File: config.mk
export PLATFORM = sky130hd
export DESIGN_NAME = wb_timer
export DESIGN_NICKNAME = d
export VERILOG_FILES = /design/src/rtl/wb_timer.sv
export SDC_FILE = /design/constraint.sdc
export NUM_CORES = 1
export LEC_CHECK = 0
export ABC_CLOCK_PERIOD_IN_PS = 4800
export CAP_MARGIN = 10
export CORE_MARGIN = 2
export CORE_UTILIZATION = 69
export CTS_BUF_LIST = sky130_fd_sc_hd__clkbuf_4 sky130_fd_sc_hd__clkbuf_8 sky130_fd_sc_hd__clkbuf_16
export DETAILED_ROUTE_END_ITERATION = 8
export DONT_BUFFER_PORTS = 1
export GPL_ROUTABILITY_DRIVEN = 0
export PLACE_DENSITY_LB_ADDON = 0.3
export SETUP_SLACK_MARGIN = 0.5
export SLEW_MARGIN = 20
export SYNTH_ARGS = -nofsm -noshare
export SYNTH_HDL_FRONTEND = slang
export SYNTH_SLANG_ARGS = --single-unit
File: constraint.sdc
create_clock -name clk -period 4.8 [get_ports clk]
set_input_delay 0.72 -clock clk [delete_from_list [all_inputs] [get_ports clk]]
set_output_delay 0.72 -clock clk [all_outputs]
set_load 0.02 [all_outputs]
File: src/rtl/wb_timer.sv
`timescale 1ns/1ps
// Bus-mapped down-counter timer: CTRL/LOAD/COUNT/STATUS registers behind a
// single-cycle-ack strobe interface, prescaled tick, reload and level irq.
module wb_timer #(
  parameter int unsigned PRESCALE = 1
) (
  input  logic        clk,
  input  logic        rst,
  input  logic        STB,
  input  logic        WE,
  input  logic [31:0] ADDR,
  input  logic [31:0] DAT_I,
  output logic [31:0] DAT_O,
  output logic        ACK,
  output logic        irq
);
  localparam int unsigned   PW      = (PRESCALE > 1) ? $clog2(PRESCALE) : 1;
  localparam logic [PW-1:0] PRE_MAX = PW'(PRESCALE - 1);

  typedef enum logic [1:0] {IDLE, ACKS, HOLD} state_e;

  state_e        state_q;
  logic          ack_q;
  logic [31:0]   dat_q;
  logic          en_q, en_d;
  logic          reload_q, reload_d;
  logic          ie_q, ie_d;
  logic          exp_q, exp_d;
  logic [31:0]   load_q, load_d;
  logic [31:0]   count_q, count_d;
  logic [PW-1:0] pre_q, pre_d;

  logic          commit, wr, tick;
  logic          wr_ctrl, wr_load, wr_count, wr_status;
  logic [1:0]    sel;
  logic [31:0]   rdata;
  logic          unused_addr;

  assign unused_addr = ^{ADDR[31:4], ADDR[1:0]};

  assign sel       = ADDR[3:2];
  assign commit    = (state_q == IDLE) && STB;
  assign wr        = commit && WE;
  assign wr_ctrl   = wr && (sel == 2'd0);
  assign wr_load   = wr && (sel == 2'd1);
  assign wr_count  = wr && (sel == 2'd2);
  assign wr_status = wr && (sel == 2'd3);

  always_comb begin
    rdata = '0;
    case (sel)
      2'd0:    rdata = {29'd0, ie_q, reload_q, en_q};
      2'd1:    rdata = load_q;
      2'd2:    rdata = count_q;
      default: rdata = {31'd0, exp_q};
    endcase
  end

  // Bus FSM: only IDLE commits, so a long strobe yields exactly one ack.
  always_ff @(posedge clk or posedge rst) begin
    if (rst) begin
      state_q <= IDLE;
      ack_q   <= 1'b0;
      dat_q   <= '0;
    end else begin
      case (state_q)
        IDLE: begin
          if (STB) begin
            state_q <= ACKS;
            ack_q   <= 1'b1;
            dat_q   <= WE ? 32'd0 : rdata;
          end else begin
            ack_q   <= 1'b0;
            dat_q   <= '0;
          end
        end
        ACKS: begin
          ack_q   <= 1'b0;
          dat_q   <= '0;
          state_q <= STB ? HOLD : IDLE;
        end
        HOLD: begin
          ack_q   <= 1'b0;
          dat_q   <= '0;
          if (!STB) state_q <= IDLE;
        end
        default: begin
          state_q <= IDLE;
          ack_q   <= 1'b0;
          dat_q   <= '0;
        end
      endcase
    end
  end

  assign tick = en_q && (pre_q == PRE_MAX);

  always_comb begin
    en_d     = en_q;
    reload_d = reload_q;
    ie_d     = ie_q;
    exp_d    = exp_q;
    load_d   = load_q;
    count_d  = count_q;
    // Prescaler sits at 0 while disabled, so an EN 0->1 write starts a full period.
    pre_d    = (!en_q || tick) ? '0 : pre_q + PW'(1);

    // Clear first so a coincident expiry wins and EXP stays set.
    if (wr_status && DAT_I[0]) exp_d = 1'b0;

    if (tick) begin
      if (count_q != 32'd0) begin
        count_d = count_q - 32'd1;
      end else begin
        exp_d = 1'b1;
        if (reload_q) count_d = load_q;
        else          en_d    = 1'b0;
      end
    end

    // Bus writes override the tick's effect on the same register.
    if (wr_ctrl) begin
      en_d     = DAT_I[0];
      reload_d = DAT_I[1];
      ie_d     = DAT_I[2];
    end
    if (wr_load)  load_d  = DAT_I;
    if (wr_count) count_d = DAT_I;
  end

  always_ff @(posedge clk or posedge rst) begin
    if (rst) begin
      en_q     <= 1'b0;
      reload_q <= 1'b0;
      ie_q     <= 1'b0;
      exp_q    <= 1'b0;
      load_q   <= '0;
      count_q  <= '0;
      pre_q    <= '0;
    end else begin
      en_q     <= en_d;
      reload_q <= reload_d;
      ie_q     <= ie_d;
      exp_q    <= exp_d;
      load_q   <= load_d;
      count_q  <= count_d;
      pre_q    <= pre_d;
    end
  end

  assign ACK   = ack_q;
  assign DAT_O = dat_q;
  assign irq   = exp_q & ie_q;

endmodule
After elaboration in Yosys (flattened, before gate mapping)
Cells that the tools add are included.
Storage, ports and cells
  memories: 0
  bits in writable memories: 0
  input port bits: 68
  ROM bits: 0
  word-level logic and storage cells: 64
  latch bits: 0
  bits in registers: 104
Cells by class
  bitwise gates (word level): 2
  $lt $le $gt $ge: 0
  multiplexer cells: 22
  div/mod/pow operators: 0
  equality and inequality tests: 9
  $mul: 0
  shift-type cells: 0
  reductions and logical operators: 19
  add/subtract/negate cells: 2
Operators by type and width (number)
  $mux W32: 7
  $pmux W32 S3: 1
  $reduce_bool A32 Y1: 1
  $sub A32 B1 Y32 const B: 1
  $mux W1: 10
  $logic_and A1 B1 Y1: 8
  $eq A2 B2 Y1 const B: 3
  $mux W2: 3
  $ne A2 B2 Y1 const B: 3
  $pmux W2 S3: 1
  $eq A2 B1 Y1 const B: 2
  $logic_not A2 Y1: 2
  $reduce_and A2 Y1: 2
  $reduce_bool A2 Y1: 2
  $reduce_and A3 Y1: 1
  $reduce_bool A3 Y1: 1
  $ne A2 B1 Y1 const B: 1
  $add A1 B1 Y1 const B: 1
  $and A1 B1 Y1: 1
  $logic_not A1 Y1: 1
  $logic_or A1 B1 Y1: 1
  $not A1 Y1: 1

Depth between registers and ports, before layout
Gate-level depths: netlist (run 1).
  word-level depth: 8
  mapped depth: 10

Worst setup path after synthesis (run 1)
No wires, ideal clock.
  path type: input-to-reg
  start point: in ADDR[2]
  end point: reg count_q[17]
  arrival: 2.357 ns
  buffers on the path: 3
  stages: 9
  path slack: 2.317 ns
  cell sequence: clkbuf_1 -> nor2b_1 -> clkbuf_1 -> and3_1 -> clkbuf_2 -> nor2_1 -> a22oi_1 -> o21ai_0 -> a221o_1
On the way
  cells in the longest elaborated chain, start to end: 4
  elaborated cells between the ends (all ways): 6
Ends and longest elaborated chain
  from (decl): RTL line 11  | input logic [31:0] ADDR,
  $eq A2 B2 Y1 *: RTL line 46  | assign wr_count = wr && (sel == 2'd2);
  $logic_and A1 B1 Y1 *: RTL line 46
  $reduce_bool A3 Y1 (no line) / $reduce_bool A2 Y1 (equally long branches)
  $reduce_and A2 Y1 (no line)
  to (signal assigned): RTL line 146  | count_q <= count_d;
  to (decl): RTL line 30  | logic [31:0] count_q, count_d;
Mark *: on every way between the ends. The rest lies on a longest branch, timed or not.
A chain may end at the register's enable or synchronous reset.

Final worst setup path (run 1)
  start point: reg state_q[1]
  end point: reg count_q[17]
On the way
  cells in the longest elaborated chain, start to end: 6
  elaborated cells between the ends (all ways): 8
Ends and longest elaborated chain
  from (decl): RTL line 22  | state_e state_q;
  from (signal assigned): RTL line 80  | state_q <= STB ? HOLD : IDLE;
  $logic_not A2 Y1 *: RTL line 42  | assign commit = (state_q == IDLE) && STB;
  $logic_and A1 B1 Y1 *: RTL line 42
  via commit: RTL line 33  | logic commit, wr, tick;
  $logic_and A1 B1 Y1 *: RTL line 43  | assign wr = commit && WE;
  $logic_and A1 B1 Y1 *: RTL line 46
  $reduce_bool A3 Y1 (no line) / $reduce_bool A2 Y1 (equally long branches)
  $reduce_and A2 Y1 (no line)
The timed path passes the listed nets; every way through them passes the cells marked *.

==> reports/metrics.cfg, run 1 <==
[synth]
avgSynthCellArea_um2 = 10.04
synth_top_area_share_pct = 48.28
syn-instance-count = 537
synth_commonest_cells = dfrtp_1 (104), nor2_1 (60), a21oi_1 (38)
syn_area_um2 = 5390
yosysTopAreaCell = dfrtp_1
ys_ff_latch = 104
synth-main-ff-cell = dfrtp_1
yosysMostFrequentCell = dfrtp_1
synth_edf_count = 0
synthDistinctLibCells = 69
ys_seq_area_share_pct = 48.28
synth_nets = 607
yosys_warnings = 0
synth.top_cells.by_area = dfrtp_1 (48%), mux2_2 (7.1%), a22oi_1 (4.7%)
async_flop_share_pct = 100.0

[final_layout]
area.growth.synth_to_final_pct = 3.389
multi_input_area_um2 = 2516
n_fill_cell = 527
drive_gt1_share_pct = 15.83
regArea_um2 = 2603
fin_nets = 583
antenna-diode-count = 0

[grt]
grt_max_degree = 75
grt_util_all_layers_pct = 33.93
antenna_found_initial = 0
grt_pass1_wl_um = 22470
gr-total-overflow = 0
grt_pass1_vias = 4412

[critical_path]
critPathKind = flip-flop to flip-flop
reg2reg_to = count_q[17]
r2r_start = state_q[1]
rr_worst_depth = 5
crit_fanout = 14
worstSetupEndpoint = count_q[17]
r2r_slack_ps = 1640
worst_setup_path_start_kind = flip-flop
startpoint = state_q[1]
cp.required_ps = 5050
end_kind = flip-flop
crit_arrival_ps = 3410

[clock_tree]
cts.clk_slew.worst_paths_ps = 100
cts_buffers = 9
worstSkewPairLatency_ps = 370
cts_tree = yes
clock_path_buffers = 2
cts_root_buf = clkbuf_8
ctsResizeCount = 0
cts_hold_buf = 0
htreeDepth = 3
cts_setup_buffers = 0
clock_sinks = 104

[route]
vias = 4374
wire_per_inst_um = 21.77
drc = 0
drt_iter0_markers = 544
viasPerCell = 7.055
drt-total-wl_um = 13500
dr.pass1.iters = 6
ant_nets = 0

[power]
seq_power_share_pct = 48.5
combPwrFrac_pct = 30.2
switching_power_mw = 1.107
p_leak_nw = 2.320
powerDensity_nw_per_um2 = 524.9
intPower_mw = 1.818
p_sw_share_pct = 37.85
p_total_mw = 2.925
ir_drop_v = 0.0002573
clockPowerShare_pct = 21.2

[die]
initial_core_util_pct = 70.48
die-area_um2 = 8535
ioPinCount = 102
core_um2 = 7647
die_h_um = 92.39
die_width_um = 92.39
num_rows = 32

[timing]
rsz0062_at_grt = no
worst_pin_slew_ps = 998.9
final_max_slew_viol_count = 0
setup_viol = 0
holdWs_ps = 403.0
period_minus_slack_ps = 3155
max_freq_ghz = 0.3169
finalHoldViolations = 0
slew_headroom_pct = 33.40
fin_crit_sh_pct = 65.74
timing.final.ws_setup_ps = 1645
tns_ps = 0
skew_ps = 12.59

[placed_design]
hpwl_um = 8825
dp_slack_ps = 1517
port_buffers = 0

[run_status]
status = finished, final reports clean

[hold_path]
hold_path.class = input port to async pin

[flow_run]
maxCapViolations = 0

-- layout make-up --
class | count | share of cell area [%]
Multi-Input combinational cell | 382 | 45.15
Sequential cell | 104 | 46.70
Tap cell | 102 | 2.290
Clock buffer | 12 | 2.739
Inverter | 7 | 0.5164
Clock inverter | 4 | 1.392
Timing Repair Buffer | 9 | 1.212
-- registers in the layout, indices dropped and copies added (netlist names) --
| register | cells |
|---|---|
| exp_q | 1 |
| ie_q | 1 |
| ACK | 1 |
| DAT_O | 32 |
| state_q | 2 |
| reload_q | 1 |
| en_q | 1 |
| load_q | 32 |
| count_q | 32 |
| pre_q | 1 |
-- worst min path at each step --
stage,to,slack (ps),start,depth (start not counted)
6_report,DAT_O[2],400,rst,1
5_1_grt,count_q[24],470,DAT_I[24],2
4_1_cts,DAT_O[9],450,rst,1
3_5_place_dp,state_q[0],490,state_q[0],1
3_3_place_gp,state_q[0],480,state_q[0],1
2_1_floorplan,state_q[0],470,state_q[0],1
-- layer usage --
layer,track usage (%),share of wire (%),vias to the layer above
li1,-,-,1939
met1,45.14,39,2119
met2,54.26,48,284
met3,7.323,11,32
met4,14.55,2.4,0
met5,0,0,-
-- through the flow --
stage	std cells	utilization, %	cell area [µm²]
after CTS	620	72.87	5573
after detailed placement	604	69.86	5343
after floorplan	537	-	5390
after global placement	604	69.86	5343
after global routing	620	72.87	5573
final	620	72.87	5573
-- cells by family (layout without fill, tap and decap cells) --
kind of cell / count (synthesis) / in the layout / share of synthesized area [%]
AO/OA/AOI/OAI: 145 / 145 / 18.36
XOR/XNOR: 12 / 12 / 1.950
adder cells (fa/ha/maj): 2 / 2 / 0.4642
buffers and inverters: 51 / 32 / 5.130
flip-flops: 104 / 104 / 48.28
multiplexers: 38 / 38 / 8.078
other: 1 / 1 / 0.06957
AND/OR/NAND/NOR: 184 / 184 / 17.66
-- worst max-delay path: stages (launching register included) --
cell and delay (ps):
dfrtp_1 430, nor3b_2 450, nand3_1 600, a22oi_1 990, o21ai_0 220, a221o_1 340
-- placed cells by master (no fill, tap or decap), drive strengths merged, types with 6 or more instances in the layout --
cell    instances
and3            6
or4             6
inv             7
nand2          34
dfrtp         104
o21ai          23
a22oi          34
o211ai          8
a21oi          38
nor4           11
nand4           6
nor3           20
mux2           34
buf             9
xor2            7
a221o          11
nor2           60
clkbuf         12
nand3          21
-- power groups by stage --
stage	Combinational (mW)	Sequential, mW	Clock (mW)
after global routing	0.979	1.46	0.657
after CTS	0.872	1.41	0.621
after floorplan	0.821	1.29	0
after global placement	0.834	1.40	0
after detailed placement	0.866	1.42	0
final	0.885	1.42	0.620
Note: power is estimated with default switching activity, not from simulation.
==> inputs of run 2 (changes only) <==
--- a/config.mk
+++ b/config.mk
@@ -5,10 +5,10 @@
 export SDC_FILE = /design/constraint.sdc
 export NUM_CORES = 1
 export LEC_CHECK = 0
-export ABC_CLOCK_PERIOD_IN_PS = 4800
+export ABC_CLOCK_PERIOD_IN_PS = 3000
 export CAP_MARGIN = 10
 export CORE_MARGIN = 2
-export CORE_UTILIZATION = 69
+export CORE_UTILIZATION = 64
 export CTS_BUF_LIST = sky130_fd_sc_hd__clkbuf_4 sky130_fd_sc_hd__clkbuf_8 sky130_fd_sc_hd__clkbuf_16
 export DETAILED_ROUTE_END_ITERATION = 8
 export DONT_BUFFER_PORTS = 1
==> constraint.sdc (replaced) <==
create_clock -name clk -period 3 [get_ports clk]
set_input_delay 0.45 -clock clk [delete_from_list [all_inputs] [get_ports clk]]
set_output_delay 0.45 -clock clk [all_outputs]
set_load 0.02 [all_outputs]
==> run 2 against run 1 <==
Effect of this change: clock skew fell by 4.5 ps; highest routed layer unchanged; largest power group unchanged; hold slack got worse by 310 ps; critical path type unchanged; flip-flop and latch count did not move.
==> reports/metrics.cfg, run 2 (synthesized netlist as in run 1, its figures left out) <==
[final_layout]
drive_gt1_share_pct = 23.55
area.growth.synth_to_final_pct = 11.30
fin_area_um2 = 6000
antenna-diode-count = 0
stdcell_count = 657
fin_nets = 619
final_cell_mix = dfrtp_1 (101), nor2_1 (60), buf_4 (40), a21oi_1 (38), mux2_2 (34)
final_common_cell = dfrtp_1

[grt]
grt_util_all_layers_pct = 33.91
gr-total-overflow = 0
grt_pass1_wl_um = 23560
grt_pass1_vias = 4594
grt_max_degree = 68
antenna_found_initial = 0

[timing]
holdWs_ps = 92.29
slew_headroom_pct = 43.78
period_minus_slack_ps = 2443
tns_ps = 0
skew_ps = 8.045
finalHoldViolations = 0
final_max_slew_viol_count = 0
worst_pin_slew_ps = 841.5
setup_viol = 0
rsz0062_at_grt = yes
fin_crit_sh_pct = 81.44
max_freq_ghz = 0.4093

[clock_tree]
cts.clk_slew.worst_paths_ps = 90
cts_hold_buf = 0
cts_tree = yes
cts_buffers = 9
clock_path_buffers = 2
worstSkewPairLatency_ps = 370
cts_root_buf = clkbuf_8
htreeDepth = 3
clock_sinks = 104

[die]
initial_core_util_pct = 65.93
core_um2 = 8175
num_rows = 33
die_h_um = 95.77
die-area_um2 = 9172
ioPinCount = 102
die_width_um = 95.77

[critical_path]
end_kind = flip-flop
critPathKind = flip-flop to flip-flop
crit_arrival_ps = 2670
cp.required_ps = 3230
worst_path_max_delay_cell = or3b_2
worst_setup_path_start_kind = flip-flop
crit_fanout = 6
slowest_delay_ps = 590
rr_worst_depth = 7
cp_cell_sequence = inv_1 -> ha_1 -> or3b_2 -> nor3_2 -> nand4_1 -> o211ai_1 -> o311ai_0

[power]
ir_drop_v = 0.0004030
powerDensity_nw_per_um2 = 837.6
p_leak_nw = 2.547
p_total_mw = 5.025

[placed_design]
placed_cell_area_um2 = 5525
port_buffers = 0
hpwl_um = 9517
dp_cells = 629

[route]
viasPerCell = 7.180
wire_per_inst_um = 23.05
dr.pass1.iters = 7
vias = 4717
drt_iter0_markers = 561
drc = 0
ant_nets = 0
drt-total-wl_um = 15150

[hold_path]
hold_path.class = input port to async pin

[run_status]
status = finished, final reports clean

[flow_run]
maxCapViolations = 0

[run 2: changes by cell type in the layout (fill, tap and decap cells not counted), moves of 3 or more]
cell     change
buf_4       +31
buf_12       +3
dfrtp_1      -3
dfrtp_2      +3
nor4_1       -3
[run 2: layer usage]
metal / GRT usage, % / vias up / part of all wire [%]
met3: 7.126 / 77 / 10
met2: 53.67 / 351 / 47
met1: 44.93 / 2279 / 38
met4: 15.95 / 0 / 4.5
li1: - / 2010 / -
met5: 0 / - / 0
[run 2: layout make-up]
class	count	area, µm²
Clock inverter	4	95.09
Fill cell	555	2176
Inverter	7	30.03
Timing Repair Buffer	45	400.4
Sequential cell	104	2606
Tap cell	105	131.4
Multi-Input combinational cell	382	2605
Clock buffer	10	131.4
[run 2: what timing repair did]
action	CTS	global route
gates resized for setup	6	15
cloned	0	1
buffers inserted	2	11
endpoints found under the setup margin	10	22
pin swaps	2	3
[run 2: final timing paths]
check                            from          end  slack [ps]
setup / recovery           count_q[0]  count_q[26]         560
hold / removal                    rst    DAT_O[10]          90
setup reg to reg           count_q[0]  count_q[26]         560
hold reg to reg            state_q[1]   state_q[0]         510
max in group asynchronous         rst   count_q[5]        2100
min in group clk                  STB   state_q[1]         200
[run 2: per-stage QoR]
| stage | util, % | worst slack [ps] |
|---|---|---|
| 2_1_floorplan | - | 742.0 |
| 3_3_place_gp | 67.58 | 440.4 |
| 3_5_place_dp | 67.58 | 389.3 |
| 4_1_cts | 70.98 | 503.9 |
| 5_1_grt | 73.39 | 452.1 |
| 6_report | 73.39 | 556.7 |
[run 2: worst max-delay path, delay by kind of cell (launching register included)]
family | cells | cell delay (ps)
AND/OR/NAND/NOR | 3 | 1110
adder cells (fa/ha/maj) | 1 | 240
flip-flops | 1 | 460
AO/OA/AOI/OAI | 2 | 330
buffers and inverters | 1 | 150
[run 2: power breakdown]
part,internal (mW),switching [mW]
registers,1.78,0.504
clock network,0.553,0.454
logic,0.800,0.938
total,3.13,1.90
==> inputs of run 3 (changes only) <==
--- a/config.mk
+++ b/config.mk
@@ -5,7 +5,7 @@
 export SDC_FILE = /design/constraint.sdc
 export NUM_CORES = 1
 export LEC_CHECK = 0
-export ABC_CLOCK_PERIOD_IN_PS = 3000
+export ABC_CLOCK_PERIOD_IN_PS = 2400
 export CAP_MARGIN = 10
 export CORE_MARGIN = 2
 export CORE_UTILIZATION = 64
==> constraint.sdc (replaced) <==
create_clock -name clk -period 2.4 [get_ports clk]
set_input_delay 0.36 -clock clk [delete_from_list [all_inputs] [get_ports clk]]
set_output_delay 0.36 -clock clk [all_outputs]
set_load 0.02 [all_outputs]
==> run 3 against run 2 <==
Effect of this change: core utilization rose by 6.3 points; die area did not move; sequential share of layout area down 3.5 points; via count up 9.7%; non-clock buffer count grew 45; final area grew 8.6%; clock power hardly changed; highest routed layer unchanged; largest power group is now combinational logic; count of clock-buffer cells in the layout rose by 2; sequential power rose by 20%; first-iteration DRC count is 20% higher; maximum frequency up 5.0%; critical path depth unchanged.
==> reports/metrics.cfg, run 3 (synthesized netlist as in run 1, its figures left out) <==
[grt]
gr-total-overflow = 0
grt_pass1_vias = 5069
grt_pass1_wl_um = 25590
antenna_found_initial = 0
grt_max_degree = 60
grt_util_all_layers_pct = 36.75

[timing]
setup_viol = 0
final_max_slew_viol_count = 0
max_freq_ghz = 0.4296
fin_crit_sh_pct = 96.98
period_minus_slack_ps = 2328
finalHoldViolations = 0
worst_pin_slew_ps = 773.7
skew_ps = 10.68
rsz0062_at_grt = yes
tns_ps = 0
slew_headroom_pct = 48.42

[clock_tree]
clock_path_buffers = 2
cts_root_buf = clkbuf_8
cts_tree = yes
cts_buffers = 9
clock_sinks = 104
cts_hold_buf = 0
htreeDepth = 3
worstSkewPairLatency_ps = 380
cts.clk_slew.worst_paths_ps = 100

[die]
core_um2 = 8175
die_h_um = 95.77
die-area_um2 = 9172
die_width_um = 95.77
num_rows = 33
ioPinCount = 102
initial_core_util_pct = 65.93

[final_layout]
antenna-diode-count = 0
fin_nets = 664
final_common_cell = dfrtp_1
final_cell_mix = dfrtp_1 (102), buf_4 (79), nor2_1 (58), a21oi_1 (35), mux2_2 (34)
fin_area_um2 = 6516
drive_gt1_share_pct = 34.72
area.growth.synth_to_final_pct = 20.89

[critical_path]
end_kind = flip-flop
worst_setup_path_start_kind = flip-flop
cp_num_buf_inv = 1
slowest_delay_ps = 510
crit_arrival_ps = 2560
crit_fanout = 4
critPathKind = flip-flop to flip-flop
path_delay_family = simple AND/OR/NAND/NOR gates
cp.required_ps = 2630
cp_cell_sequence = inv_2 -> ha_1 -> or3b_2 -> nor3_2 -> nand4_1 -> o211ai_1 -> o311ai_0
worst_path_max_delay_cell = or3b_2

[run_status]
status = finished, final reports clean

[placed_design]
port_buffers = 0
hpwl_um = 10250
placed_cell_area_um2 = 5836

[route]
ant_nets = 0
vias = 5175
viasPerCell = 7.351
drt-total-wl_um = 17720
dr.pass1.iters = 6
drt_iter0_markers = 674
drc = 0
wire_per_inst_um = 25.16

[flow_run]
maxCapViolations = 0

[power]
powerDensity_nw_per_um2 = 1035
p_leak_nw = 2.771
ir_drop_v = 0.0005258
p_total_mw = 6.742

[hold_path]
hold_path.class = input port to async pin

[run 3: final cells by class]
class                   instances  area, µm²
clock buffers                  12      146.4
well taps                     105      131.4
clock inverters                 4      31.28
inverters                       7      30.03
multi-input cells             382       2825
repair buffers                 90      747.0
fillers                       460       1659
flip-flops and latches        104       2605
[run 3: path summary, 6_finish.rpt]
check,from,to,slack (ps),cells after the start
min in group clk,DAT_I[0],en_q,100,2
worst min register to register,state_q[0],state_q[0],500,1
worst max register to register,count_q[0],count_q[26],70,7
worst max-delay path,count_q[0],count_q[26],70,7
max in group asynchronous,rst,count_q[22],1770,2
worst min-delay path,rst,load_q[7],30,2
[run 3: repair_timing]
item                                    CTS  global route
endpoints found under the setup margin   36            36
buffers inserted                         16            11
resized for setup                        38            35
pin swaps                                14            15
[run 3: power breakdown]
part | switching, mW | internal [mW]
clock | 0.609 | 0.415
combinational | 1.63 | 1.35
sequential | 0.523 | 2.22
total | 2.76 | 3.98
[run 3: per-stage QoR]
stage / hold WS (ps) / setup WS (ps) / instances / util (%)
6_report: 31.48 / 72.41 / 704 / 79.71
5_1_grt: 78.06 / 3.880 / 704 / 79.71
4_1_cts: 42.56 / 172.3 / 693 / 77.07
3_5_place_dp: 446.4 / 77.96 / 661 / 71.38
3_3_place_gp: 435.4 / 123.8 / 661 / 71.38
2_1_floorplan: 468.4 / 182.4 / 537 / -
[run 3: routing by layer]
layer	wire (µm)	GRT usage [%]	vias to the layer above
met1	6256	47.54	2459
met4	1134	19.29	0
met3	2010	8.301	146
met2	8315	58.04	468
met5	0	0	-
li1	-	-	2102
